## src/rtl/ofdm_symbol_framer_if.sv

```systemverilog
// ofdm_symbol_framer_if: payload push side plus the Pushin/FirstData/DinR/DinI sample stream.
// master = payload source / sample sink, slave = the framer.
interface ofdm_symbol_framer_if;
    logic                PushIn;
    logic [47:0]         DataIn;
    logic                StopIn;
    logic                Overflow;
    logic                Pushin;
    logic                FirstData;
    logic signed [16:0]  DinR;
    logic signed [16:0]  DinI;

    modport master (
        output PushIn, DataIn,
        input  StopIn, Overflow, Pushin, FirstData, DinR, DinI
    );

    modport slave (
        input  PushIn, DataIn,
        output StopIn, Overflow, Pushin, FirstData, DinR, DinI
    );
endinterface

```

## src/rtl/ofdm_symbol_framer.sv

```systemverilog
// ofdm_symbol_framer: maps each 48-bit payload word onto 24 QPSK carriers of an NBINS-sample symbol.
// Optional macro OFDM_FRAMER_PILOT_EN adds a fixed (+AMP, 0) pilot on bin 2 of every symbol.
module ofdm_symbol_framer #(
    parameter int NBINS      = 128,
    parameter int AMP        = 4096,
    parameter int FIRST_BIN  = 4,
    parameter int BIN_STEP   = 2,
    parameter int FIFO_DEPTH = 2
) (
    input  logic                 Clk,
    input  logic                 Reset,
    ofdm_symbol_framer_if.slave  bus
);
    localparam int CW = $clog2(NBINS);
    localparam int PW = (FIFO_DEPTH > 1) ? $clog2(FIFO_DEPTH) : 1;
    localparam int NW = $clog2(FIFO_DEPTH + 1);
    localparam logic signed [16:0] POS = 17'(AMP);
    localparam logic signed [16:0] NEG = -POS;

`ifdef OFDM_FRAMER_PILOT_EN
    if ((FIRST_BIN <= 2) && (((2 - FIRST_BIN) % BIN_STEP) == 0) &&
        (((2 - FIRST_BIN) / BIN_STEP) <= 23)) begin : g_pilot_collision
        $error("ofdm_symbol_framer: a data carrier lands on pilot bin 2");
    end
`endif

    typedef enum logic [1:0] {
        IDLE,
        LOAD,
        SEND
    } state_t;

    state_t             state;
    state_t             state_n;

    logic [47:0]        mem [FIFO_DEPTH];
    logic [PW-1:0]      wr_ptr;
    logic [PW-1:0]      rd_ptr;
    logic [NW-1:0]      count;
    logic               full;
    logic               empty;
    logic               wr_en;
    logic               pop;

    logic [47:0]        sym;
    logic [CW-1:0]      bin;
    logic               last_bin;
    logic signed [16:0] map_r;
    logic signed [16:0] map_i;

    function automatic logic [PW-1:0] ptr_inc(input logic [PW-1:0] p);
        return (p == PW'(FIFO_DEPTH - 1)) ? '0 : p + 1'b1;
    endfunction

    assign full       = (count == NW'(FIFO_DEPTH));
    assign empty      = (count == '0);
    assign wr_en      = bus.PushIn && !full;
    assign bus.StopIn = full;
    assign last_bin   = (bin == CW'(NBINS - 1));

    // Word buffer: a pop in the same cycle never frees a slot for a push.
    always_ff @(posedge Clk) begin
        if (Reset) begin
            wr_ptr <= '0;
            rd_ptr <= '0;
            count  <= '0;
        end else begin
            if (wr_en) begin
                wr_ptr <= ptr_inc(wr_ptr);
            end
            if (pop) begin
                rd_ptr <= ptr_inc(rd_ptr);
            end
            count <= count + NW'(wr_en) - NW'(pop);
        end
    end

    always_ff @(posedge Clk) begin
        if (wr_en) begin
            mem[wr_ptr] <= bus.DataIn;
        end
    end

    always_ff @(posedge Clk) begin
        if (Reset) begin
            state <= IDLE;
        end else begin
            state <= state_n;
        end
    end

    always_comb begin
        state_n = state;
        pop     = 1'b0;
        unique case (state)
            IDLE: begin
                if (!empty) begin
                    pop     = 1'b1;
                    state_n = LOAD;
                end
            end
            LOAD: begin
                state_n = SEND;
            end
            SEND: begin
                if (last_bin) begin
                    if (!empty) begin
                        pop     = 1'b1;
                        state_n = LOAD;
                    end else begin
                        state_n = IDLE;
                    end
                end
            end
            default: begin
                state_n = IDLE;
            end
        endcase
    end

    // Bin counter runs only in SEND; CW bits wrap naturally after NBINS-1.
    always_ff @(posedge Clk) begin
        if (Reset || (state != SEND)) begin
            bin <= '0;
        end else begin
            bin <= bin + 1'b1;
        end
    end

    always_ff @(posedge Clk) begin
        if (Reset) begin
            sym <= '0;
        end else if (pop) begin
            sym <= mem[rd_ptr];
        end
    end

    always_comb begin
        map_r = '0;
        map_i = '0;
        for (int unsigned i = 0; i < 24; i++) begin
            if (32'(bin) == 32'(FIRST_BIN) + i * 32'(BIN_STEP)) begin
                map_r = sym[2*i]     ? NEG : POS;
                map_i = sym[2*i + 1] ? NEG : POS;
            end
        end
`ifdef OFDM_FRAMER_PILOT_EN
        if (bin == CW'(2)) begin
            map_r = POS;
            map_i = '0;
        end
`endif
    end

    always_ff @(posedge Clk) begin
        if (Reset) begin
            bus.Overflow  <= 1'b0;
            bus.Pushin    <= 1'b0;
            bus.FirstData <= 1'b0;
            bus.DinR      <= '0;
            bus.DinI      <= '0;
        end else begin
            bus.Overflow  <= bus.PushIn && full;
            bus.Pushin    <= (state == SEND);
            bus.FirstData <= (state == SEND) && (bin == '0);
            bus.DinR      <= (state == SEND) ? map_r : '0;
            bus.DinI      <= (state == SEND) ? map_i : '0;
        end
    end
endmodule

```

## src/flat_wrapper.sv

```systemverilog
// flat-port wrapper written by rule: the top's interface ports become plain ports
module ofdm_symbol_framer_flat 
#(
    parameter int NBINS      = 128,
    parameter int AMP        = 4096,
    parameter int FIRST_BIN  = 4,
    parameter int BIN_STEP   = 2,
    parameter int FIFO_DEPTH = 2
)
  (Clk, Reset, bus_PushIn, bus_DataIn, bus_StopIn, bus_Overflow, bus_Pushin, bus_FirstData, bus_DinR, bus_DinI);
  ofdm_symbol_framer_if bus_i ();
  input  logic Clk;
  input  logic Reset;
  input wire logic [$bits(bus_i.PushIn)-1:0] bus_PushIn;
  input wire logic [$bits(bus_i.DataIn)-1:0] bus_DataIn;
  output wire logic [$bits(bus_i.StopIn)-1:0] bus_StopIn;
  output wire logic [$bits(bus_i.Overflow)-1:0] bus_Overflow;
  output wire logic [$bits(bus_i.Pushin)-1:0] bus_Pushin;
  output wire logic [$bits(bus_i.FirstData)-1:0] bus_FirstData;
  output wire logic [$bits(bus_i.DinR)-1:0] bus_DinR;
  output wire logic [$bits(bus_i.DinI)-1:0] bus_DinI;
  assign bus_i.PushIn = bus_PushIn;
  assign bus_i.DataIn = bus_DataIn;
  assign bus_StopIn = bus_i.StopIn;
  assign bus_Overflow = bus_i.Overflow;
  assign bus_Pushin = bus_i.Pushin;
  assign bus_FirstData = bus_i.FirstData;
  assign bus_DinR = bus_i.DinR;
  assign bus_DinI = bus_i.DinI;
  ofdm_symbol_framer #(.NBINS(NBINS), .AMP(AMP), .FIRST_BIN(FIRST_BIN), .BIN_STEP(BIN_STEP), .FIFO_DEPTH(FIFO_DEPTH)) u_core (.Clk(Clk), .Reset(Reset), .bus(bus_i));
endmodule
```

## config.mk

```make
export PLATFORM = sky130hd
export DESIGN_NAME = ofdm_symbol_framer_flat
export DESIGN_NICKNAME = d
export VERILOG_FILES = /design/src/rtl/ofdm_symbol_framer_if.sv /design/src/rtl/ofdm_symbol_framer.sv /design/src/flat_wrapper.sv
export SDC_FILE = /design/constraint.sdc
export NUM_CORES = 1
export LEC_CHECK = 0
export ABC_CLOCK_PERIOD_IN_PS = 8660
export BUFFER_PORTS_ARGS = -buffer_cell sky130_fd_sc_hd__buf_4
export CORE_ASPECT_RATIO = 0.8
export CORE_MARGIN = 2
export CORE_UTILIZATION = 59
export DETAILED_ROUTE_END_ITERATION = 7
export GPL_TIMING_DRIVEN = 0
export PLACE_DENSITY = 0.81
export SYNTH_ARGS = -nofsm -noshare
export SYNTH_HDL_FRONTEND = slang
export SYNTH_SLANG_ARGS = --single-unit
export TNS_END_PERCENT = 20
```

## constraint.sdc

```tcl
create_clock -name Clk -period 8.66 [get_ports Clk]
set_input_delay 1.732 -clock Clk [delete_from_list [all_inputs] [get_ports Clk]]
set_output_delay 1.732 -clock Clk [all_outputs]
set_load 0.02 [all_outputs]
```

==> results of run 1 <==
## per-layer routing
layer | track usage (%) | vias up | routed length, um
met5 | 0 | - | 0
met4 | 7.608 | 0 | 197
met3 | 6.867 | 16 | 1024
met2 | 38.30 | 169 | 6832
met1 | 32.06 | 2226 | 6483
li1 | - | 2181 | -
## metrics by stage
step | instance area (um2) | power (uW) | std cells | hold slack (ns) | setup WS, ns
after floorplan | 7134 | 1679 | 572 | 0.4417 | 4.372
after detailed placement | 7849 | 1870 | 786 | 0.4865 | 5.385
after CTS | 8441 | 2623 | 818 | 0.5003 | 5.710
after global routing | 8441 | 2741 | 818 | 0.5215 | 5.512
after global placement | 7800 | 1829 | 784 | 0.4563 | 3.278
final | 8441 | 2616 | 818 | 0.4992 | 5.657
## worst max-delay path: cells and delay by family (launching register included)
| family | cells | cell delay, ns |
|---|---|---|
| xor gates and xnor gates | 2 | 0.34 |
| DFF | 1 | 0.41 |
| adders and majority gates | 3 | 0.61 |
| AOI/OAI and AO/OA | 1 | 0.69 |
| buffers and inverters | 2 | 0.39 |
| and+or+nand+nor | 3 | 0.40 |
## flip-flops by register name, summed over array words and instances (netlist names)
| name | flops |
|---|---|
| u_core.mem | 96 |
| u_core.sym | 48 |
| u_core.bin | 7 |
| u_core.bus.DinI | 2 |
| u_core.count | 2 |
| u_core.state | 2 |
| u_core.bus.DinR | 1 |
| u_core.bus.FirstData | 1 |
| u_core.bus.Overflow | 1 |
| u_core.bus.Pushin | 1 |
| u_core.rd_ptr | 1 |
| u_core.wr_ptr | 1 |
## final cells by class
| cell class | count | area, um2 |
|---|---|---|
| plain buffers | 70 | 451.7 |
| flip-flops and latches | 163 | 4224 |
| repair buffers | 66 | 520.5 |
| well taps | 148 | 185.2 |
| fillers | 773 | 3120 |
| clock inverters | 14 | 162.7 |
| multi-input cells | 328 | 2426 |
| inverters | 11 | 41.29 |
| clock buffers | 18 | 429.2 |
## kinds of logic (layout without fill, tap and decap cells)
| kind of cell | Yosys count | in the layout |
|---|---|---|
| fa+ha+maj | 5 | 5 |
| xor+xnor | 8 | 8 |
| buf+inv | 81 | 179 |
| compound gates | 103 | 103 |
| flops | 163 | 163 |
| other cells | 1 | 24 |
| simple gates | 137 | 137 |
| mux | 51 | 51 |
## layout by cell type, fill, tap and decap left out, types with 3 or more instances in the layout
cell        n
a211oi_2   48
a21o_1      3
a21oi_1    13
a31oi_1     4
and2_1      4
buf_1       3
buf_2      10
buf_4      99
buf_6       6
clkbuf_1   17
clkbuf_16  17
conb_1     24
dfxtp_1    67
edfxtp_1   96
ha_1        5
inv_1      11
inv_6       6
mux2i_1    50
nand2_1    14
nand2b_1    5
nand3_1     7
nand3b_1    6
nor2_1     63
nor2b_1     6
nor3_1      4
nor3b_1     6
o21ai_0    11
or3b_2      4
xnor2_1     6
## final timing paths
path,from,end,cells past startpoint
max,u_core.bin[1],u_core.count[1],11
min,u_core.bin[0],u_core.bin[0],1
max reg2reg,u_core.bin[1],u_core.count[1],11
min reg2reg,u_core.bin[0],u_core.bin[0],1
## where the power goes
part,internal [uW],leakage (uW),switching (uW)
clock,433,0.000284,317
combinational,320,0.00141,432
sequential,1020,0.00145,97.9
total,1770,0.00314,847
==> summary.md, run 1 <==
| Metric | Value |
|---|---|
| Outcome | completed |
| Core area | roughly 12000 um2 |
| PD cells | 309.9 nW/um2 |
| Initial antenna violation count | 0 |
| EDFF count, synth | 96 |
| Commonest cells in the synthesized netlist | 96 x edfxtp_1, 67 x dfxtp_1, 64 x nor2_1, 50 x mux2i_1, 48 x a211oi_2 |
| DRT Pass-1 Iters | 5 |
| Post-DP HPWL | between 10 and 15 mm |
| Main combinational cell family by area after synthesis | compound AO/OA/AOI/OAI gates |
| Ant. Diodes | 0 |
| Cts hold-fix bufs | 0 |
| CTS sink cnt | ~160 |
| Worst-margin pin slew | 0.8526 ns |
| Worst vdd ir | 0.1783 mV |
| Total of max-cap violations | 0 |
| CTS max path bufs | 2 |
| Final Cycle Share | 34.68% |
| Synth Area in Adders | 0.8876% |
| Arrival time worst endpoint | 3.29 ns |
| Area leader, netlist | edfxtp_1 |
| Max-slew violation count | 0 |
| NumNets Final | 713 |
| CP startpoint kind | flip-flop |
| Syn Inst Count | between 500 and 600 |
| Overflow after GRT | 0 |
| Routed Antenna Nets | 0 |
| Avg WL per Cell | about 18 um |
| Synth Area in Simple Gates | 9.959% |
| Max-slew headroom | 43.16% |
| Final wirelength | 14.54 mm |
| WS Path Type | reg2reg |
| Cell variety after synth | 59 |
| GPL Wtd Cong | 0.9055 |
| CP peak stage delay | 0.69 ns |
| Post-synthesis cell area | 7048 um2 |
| Slowest CP cell | a211oi_4 |
| Port buffer count | 64 |
| Die W | 126.2 um |
| Post-synthesis register bit count | 163 |
| Post-CTS sizing | 0 |
| Critical Path RT | 8.94 ns |
| Max FO, Critical Path | 10 |
| HP Class | reg2reg |
| Fin crit period | 3.003 ns |
| H-tree depth | 4 |
| CTS tree | built |
| Initial Utilization | 60.96% |
| Most common cell on crit path | ha_1 |
| Die H | 101.8 um |
| RSZ-0062 raised after global routing | false |
| Hold Vio Cnt, Final | 0 |
| Asr flop ratio synth | 0% |
| Layout cell share with drive strength beyond 1 | 31.34% |
| Synth area leaders | edfxtp_1 41%, dfxtp_1 19%, a211oi_2 8.5% |
| Setup TNS | 0 ns |
| Final core utilization | between 70% and 80% |
| Die area | between 10000 and 15000 um2 |
| Num ports | 89 |
| Clock slew at reported path FFs | 0.06 ns |
| Final Setup Violations | 0 |
| Yosys top cell area share | about 41% |
| Drc violations | 0 |
| Multiplexer share of the synthesized area | 7.261% |
| Vias in the first global route | 4508 |
| Clock Latency Late Sink | between 0.4 and 0.5 ns |
| Area growth syn-to-layout | 19.76% |
| Main flop type after synthesis | edfxtp_1 |
| P_leak | 0.003136 uW |
| Sequential share of the synthesized area | 59.93% |
| Vias after detailed routing | 4592 |
| Post-CTS Setup Inserts | 0 |
| Root buf cell | clkbuf_16 |
| Crit-path cells | ha_1, and3_4, nand3_2, a211oi_4, buf_4, ha_1, inv_1, ha_1, xor2_1, xnor2_1, nor2_1 |
| Avg Cell Area, Syn | approximately 13 um2 |
| Setup Skew | 0.01022 ns |
| First-pass GRT wire length | 23.32 mm |
| FP Rows | 35 |
| Synth Area in Compound Gates | approximately 14% |
| Inserted Clock Buffers | 17 |
| Cell with the most instances after synthesis | edfxtp_1 |
| DR vias/cell | 5.614 |
| Ys Warns | 0 |
| Initial DRC count | 430 |
| FMAX | 333.0 MHz |
| Largest net degree at the start of global routing | 29 |
| Worst Setup End Kind | flip-flop |
| GRT Util Overall | about a quarter |
| Reg-to-reg setup timing slack | 5.66 ns |
| Post-synthesis xor/xnor area fraction | less than 1% |
Power figures use the tool's default switching activity.
==> run 2: changes to the inputs <==
Settings changed: ABC_AREA set to 1, ABC_CLOCK_PERIOD_IN_PS 8660 to 2800, CORE_UTILIZATION 59 to 57, PLACE_DENSITY 0.81 to 0.79.
Clock period 8.66 ns to 2.8 ns, I/O delays scaled along.
==> run 2 against run 1 <==
  * Flip-flop and latch count did not move
  * Wire length fell by 3.3%
  * Cell count rose by 13%
  * Synthesized area fell by 6.2%
  * Critical path depth rose by 16
  * Register-to-register slack got worse by 5.5 ns
  * Non-clock buffer count fell by 8
  * Clock-buffer cell count did not move
==> summary.md, run 2 <==
| Metric | Value |
|---|---|
| Outcome | completed |
| Routed Antenna Nets | 0 (unchanged) |
| Max-slew violation count | 0 (unchanged) |
| Layout cell share with drive strength beyond 1 | 20.88% (-10 points) |
| Cell variety after synth | 33 (-44%) |
| Asr flop ratio synth | 0% (unchanged) |
| Clock slew at reported path FFs | 0.06 ns (about the same) |
| Area of the multi-input gates | 2048 um2 (-16%) |
| Placed Area | 7435 um2 (-5.3%) |
| Main flop type after synthesis | edfxtp_1 |
| Root buf cell | clkbuf_16 |
| Port buffer count | 64 (unchanged) |
| Syn Inst Count | 652 (+19%) |
| DRT Pass-1 Iters | 5 (unchanged) |
| Area leader, netlist | edfxtp_1 |
| CTS sink cnt | 163 (unchanged) |
| Worst-margin pin slew | 1.047 ns (+0.1939 ns) |
| Commonest cells in the synthesized netlist | 167 x nand2_1, 96 x edfxtp_1, 90 x nor2_1, 67 x dfxtp_1, 48 x a311oi_1 |
| Inserted Clock Buffers | 17 (unchanged) |
| Sequential share of the synthesized area | 63.88% (+3.9 points) |
| Num ports | 89 (unchanged) |
| Ys Warns | 0 (unchanged) |
| Fin crit period | 2.595 ns (-0.4077 ns) |
| CTS tree | built |
| Die W | 124.4 um (-1.4%) |
| Crit Reg-Reg Startpoint | u_core.bin[0] |
| CP startpoint kind | flip-flop |
| Top reg by flops | u_core.mem |
| Initial DRC count | 356 (-17%) |
| Total of max-cap violations | 0 (unchanged) |
| Clock Latency Late Sink | 0.43 ns (about the same) |
| Final Non-Filler Cells | 924 (+13%) |
| Max reg flops | 96 (unchanged) |
| Arrival time worst endpoint | 2.92 ns (-0.37 ns) |
| Hold Vio Cnt, Final | 0 (unchanged) |
| Cts hold-fix bufs | 0 (unchanged) |
| DR vias/cell | 5.284 (-5.9%) |
| Initial antenna violation count | 0 (unchanged) |
| CTS max path bufs | 2 (unchanged) |
| Largest regs | u_core.mem: 96 flops, u_core.sym: 48 flops, u_core.bin: 7 flops |
| Cell with the most instances after synthesis | nand2_1 |
| Reg-to-reg setup timing slack | 0.20 ns (-5.45 ns) |
| EDFF count, synth | 96 (unchanged) |
| Crit path capture | u_core.bus.DinR[15] |
| Vias after detailed routing | 4882 (+6.3%) |
| Worst Setup End Kind | flip-flop |
| Die H | 100.3 um (-1.4%) |
| Post-synthesis register bit count | 163 (unchanged) |
| Avg Cell Area, Syn | 10.14 um2 (-21%) |
| Post-DP HPWL | 9.760 mm (-2.6%) |
| Ant. Diodes | 0 (unchanged) |
| Layout fillers | 815 (+5.4%) |
| First-pass GRT wire length | 22.09 mm (-5.3%) |
| Max-slew headroom | 30.07% (-13 points) |
| GPL Wtd Cong | 0.8919 (-1.5%) |
| WS Path Type | reg2reg |
| Commonest cells after routing, fill and taps aside | 167 x nand2_1, 99 x buf_4, 96 x edfxtp_1 |
| # placed instances | 889 (+13%) |
| Drc violations | 0 (unchanged) |
| Worst vdd ir | 0.5946 mV (+230%) |
| R2r endpoint | u_core.bus.DinR[15] |
| H-tree depth | 4 (unchanged) |
| Critical path launch point | u_core.bin[0] |
| FMAX | 385.3 MHz (+16%) |
| Setup Skew | 0.01014 ns (-0.00007440 ns) |
| Final wirelength | 14.06 mm (-3.3%) |
| P_leak | 0.003220 uW (+2.7%) |
| Vias in the first global route | 4516 (+0.18%) |
| Area growth syn-to-layout | 22.55% |
| Initial Utilization | 57.85% (-3.1 points) |
| Fin area | 8104 um2 (-4.0%) |
| Largest net degree at the start of global routing | 31 (+6.9%) |
| FP Rows | 35 (unchanged) |
| PD cells | 903.7 nW/um2 (+190%) |
| HP Class | in2reg |
| Register area | 4225 um2 (about the same) |
| Commonest non-fill, non-tap cell in the layout | nand2_1 |
| Final Setup Violations | 0 (unchanged) |
| FF-to-FF path depth | 27 (+16) |
| Critical Path RT | 3.12 ns (-5.82 ns) |
| Final Cycle Share | 92.70% (+58 points) |
| Die area | 12480 um2 (-2.8%) |
| Core area | 11430 um2 (-1.1%) |
| RSZ-0062 raised after global routing | true |
| Yosys top cell area share | 43.60% (+2.7 points) |
| Overflow after GRT | 0 (unchanged) |
| Post-synthesis cell area | 6613 um2 (-6.2%) |
| Max FO, Critical Path | 4 (-6) |
| Avg WL per Cell | 15.21 um (-14%) |
| Synth area leaders | edfxtp_1 44%, dfxtp_1 20%, nand2_1 9.5% |
| GRT Util Overall | 22.98% (-0.95 points) |
| NumNets Final | 819 (+15%) |
==> run 2: cell count changes after synthesis, sizes merged, moves of 7 or more <==
cell    before  now
buf         54   36
inv         11   46
mux2i       50    0
nor2        64   94
nand3        8   22
a311oi       0   48
a211oi      51    1
nand2       14  168
clkbuf      16   23
==> run 2: report_power, final <==
group          internal, uW  total [uW]  switching, uW  leakage, uW
combinational           583        1760           1170      0.00150
sequential             3130        3410            286      0.00145
clock                  1160        2160            994     0.000268
==> run 2: timing repair <==
item	in CTS	in global routing
buffers inserted	0	4
endpoints found under the setup margin	1	13
gates resized for setup	0	25
hold endpoints to repair	0	0
pin swaps	0	5
==> run 2: area by class of cell <==
type / instances / share of cell area [%]
multi-input cells: 405 / 25.27
clock inverters: 14 / 1.544
repair buffers: 70 / 6.979
plain buffers: 58 / 4.246
well taps: 148 / 2.285
flip-flops and latches: 163 / 52.14
inverters: 48 / 2.239
clock buffers: 18 / 5.296
==> run 2: worst min-delay path by stage <==
stage                         start                  end  slack [ns]  depth (start not counted)
floorplan             u_core.bin[0]        u_core.bin[0]        0.42                          1
global placement      u_core.bin[0]        u_core.bin[0]        0.43                          1
detailed placement  u_core.count[0]  u_core.bus.Overflow        0.44                          1
CTS                  bus_DataIn[43]    u_core.mem[0][43]        0.30                          1
global route         bus_DataIn[44]    u_core.mem[0][44]        0.30                          1
finish               bus_DataIn[20]    u_core.mem[1][20]        0.31                          1
==> run 2: kinds of logic after synthesis <==
family	count (synthesis)	synth area share (%)
adder cells (fa/ha/maj)	5	0.9461
other	1	0.05671
buffers and inverters	107	7.966
AO/OA/AOI/OAI	72	8.269
flip-flops	163	63.88
AND/OR/NAND/NOR	302	18.62
XOR/XNOR	2	0.2649
==> run 2: worst max-delay path, cell delays in order, from the launching register on <==
cell     delay, ns
dfxtp_1       0.34
inv_2         0.10
ha_2          0.24
nand3_2       0.14
nor2_4        0.17
nor2_1        0.07
nand2_1       0.08
nand3_1       0.08
nand2_1       0.06
nand3_1       0.07
o21ai_1       0.10
nand2_1       0.07
nand2_1       0.06
nand3_1       0.06
nand2_1       0.06
nand3_1       0.10
nand2_1       0.07
nand3_1       0.08
nand2_1       0.07
nand2_1       0.05
nand2_1       0.05
nand2_1       0.04
nand2_1       0.05
nand2_1       0.05
nand2_1       0.05
nand3_1       0.08
nand2_1       0.07
inv_1         0.03
==> run 2: metrics by stage <==
step | setup slack, ns | utilization [%] | power, uW | TNS (ns) | hold slack, ns
detailed placement | -0.07562 | 65.05 | 5182 | -0.07562 | 0.4426
global route | -0.05248 | 70.90 | 7707 | -0.05248 | 0.2986
global placement | -1.728 | 64.46 | 5050 | -107.69 | 0.4280
floorplan | -0.5089 | - | 4578 | -24.43 | 0.4173
CTS | 0.1255 | 69.86 | 7325 | 0 | 0.3049
finish | 0.2045 | 70.90 | 7323 | 0 | 0.3148
==> run 2: per-layer routing <==
| metal | GRT usage, % | vias to the layer above | wire, um |
|---|---|---|---|
| li1 | - | 2399 | - |
| met1 | 30.10 | 2267 | 6127 |
| met2 | 37.75 | 201 | 6743 |
| met3 | 6.130 | 15 | 1027 |
| met4 | 7.692 | 0 | 157 |
| met5 | 0 | - | 0 |
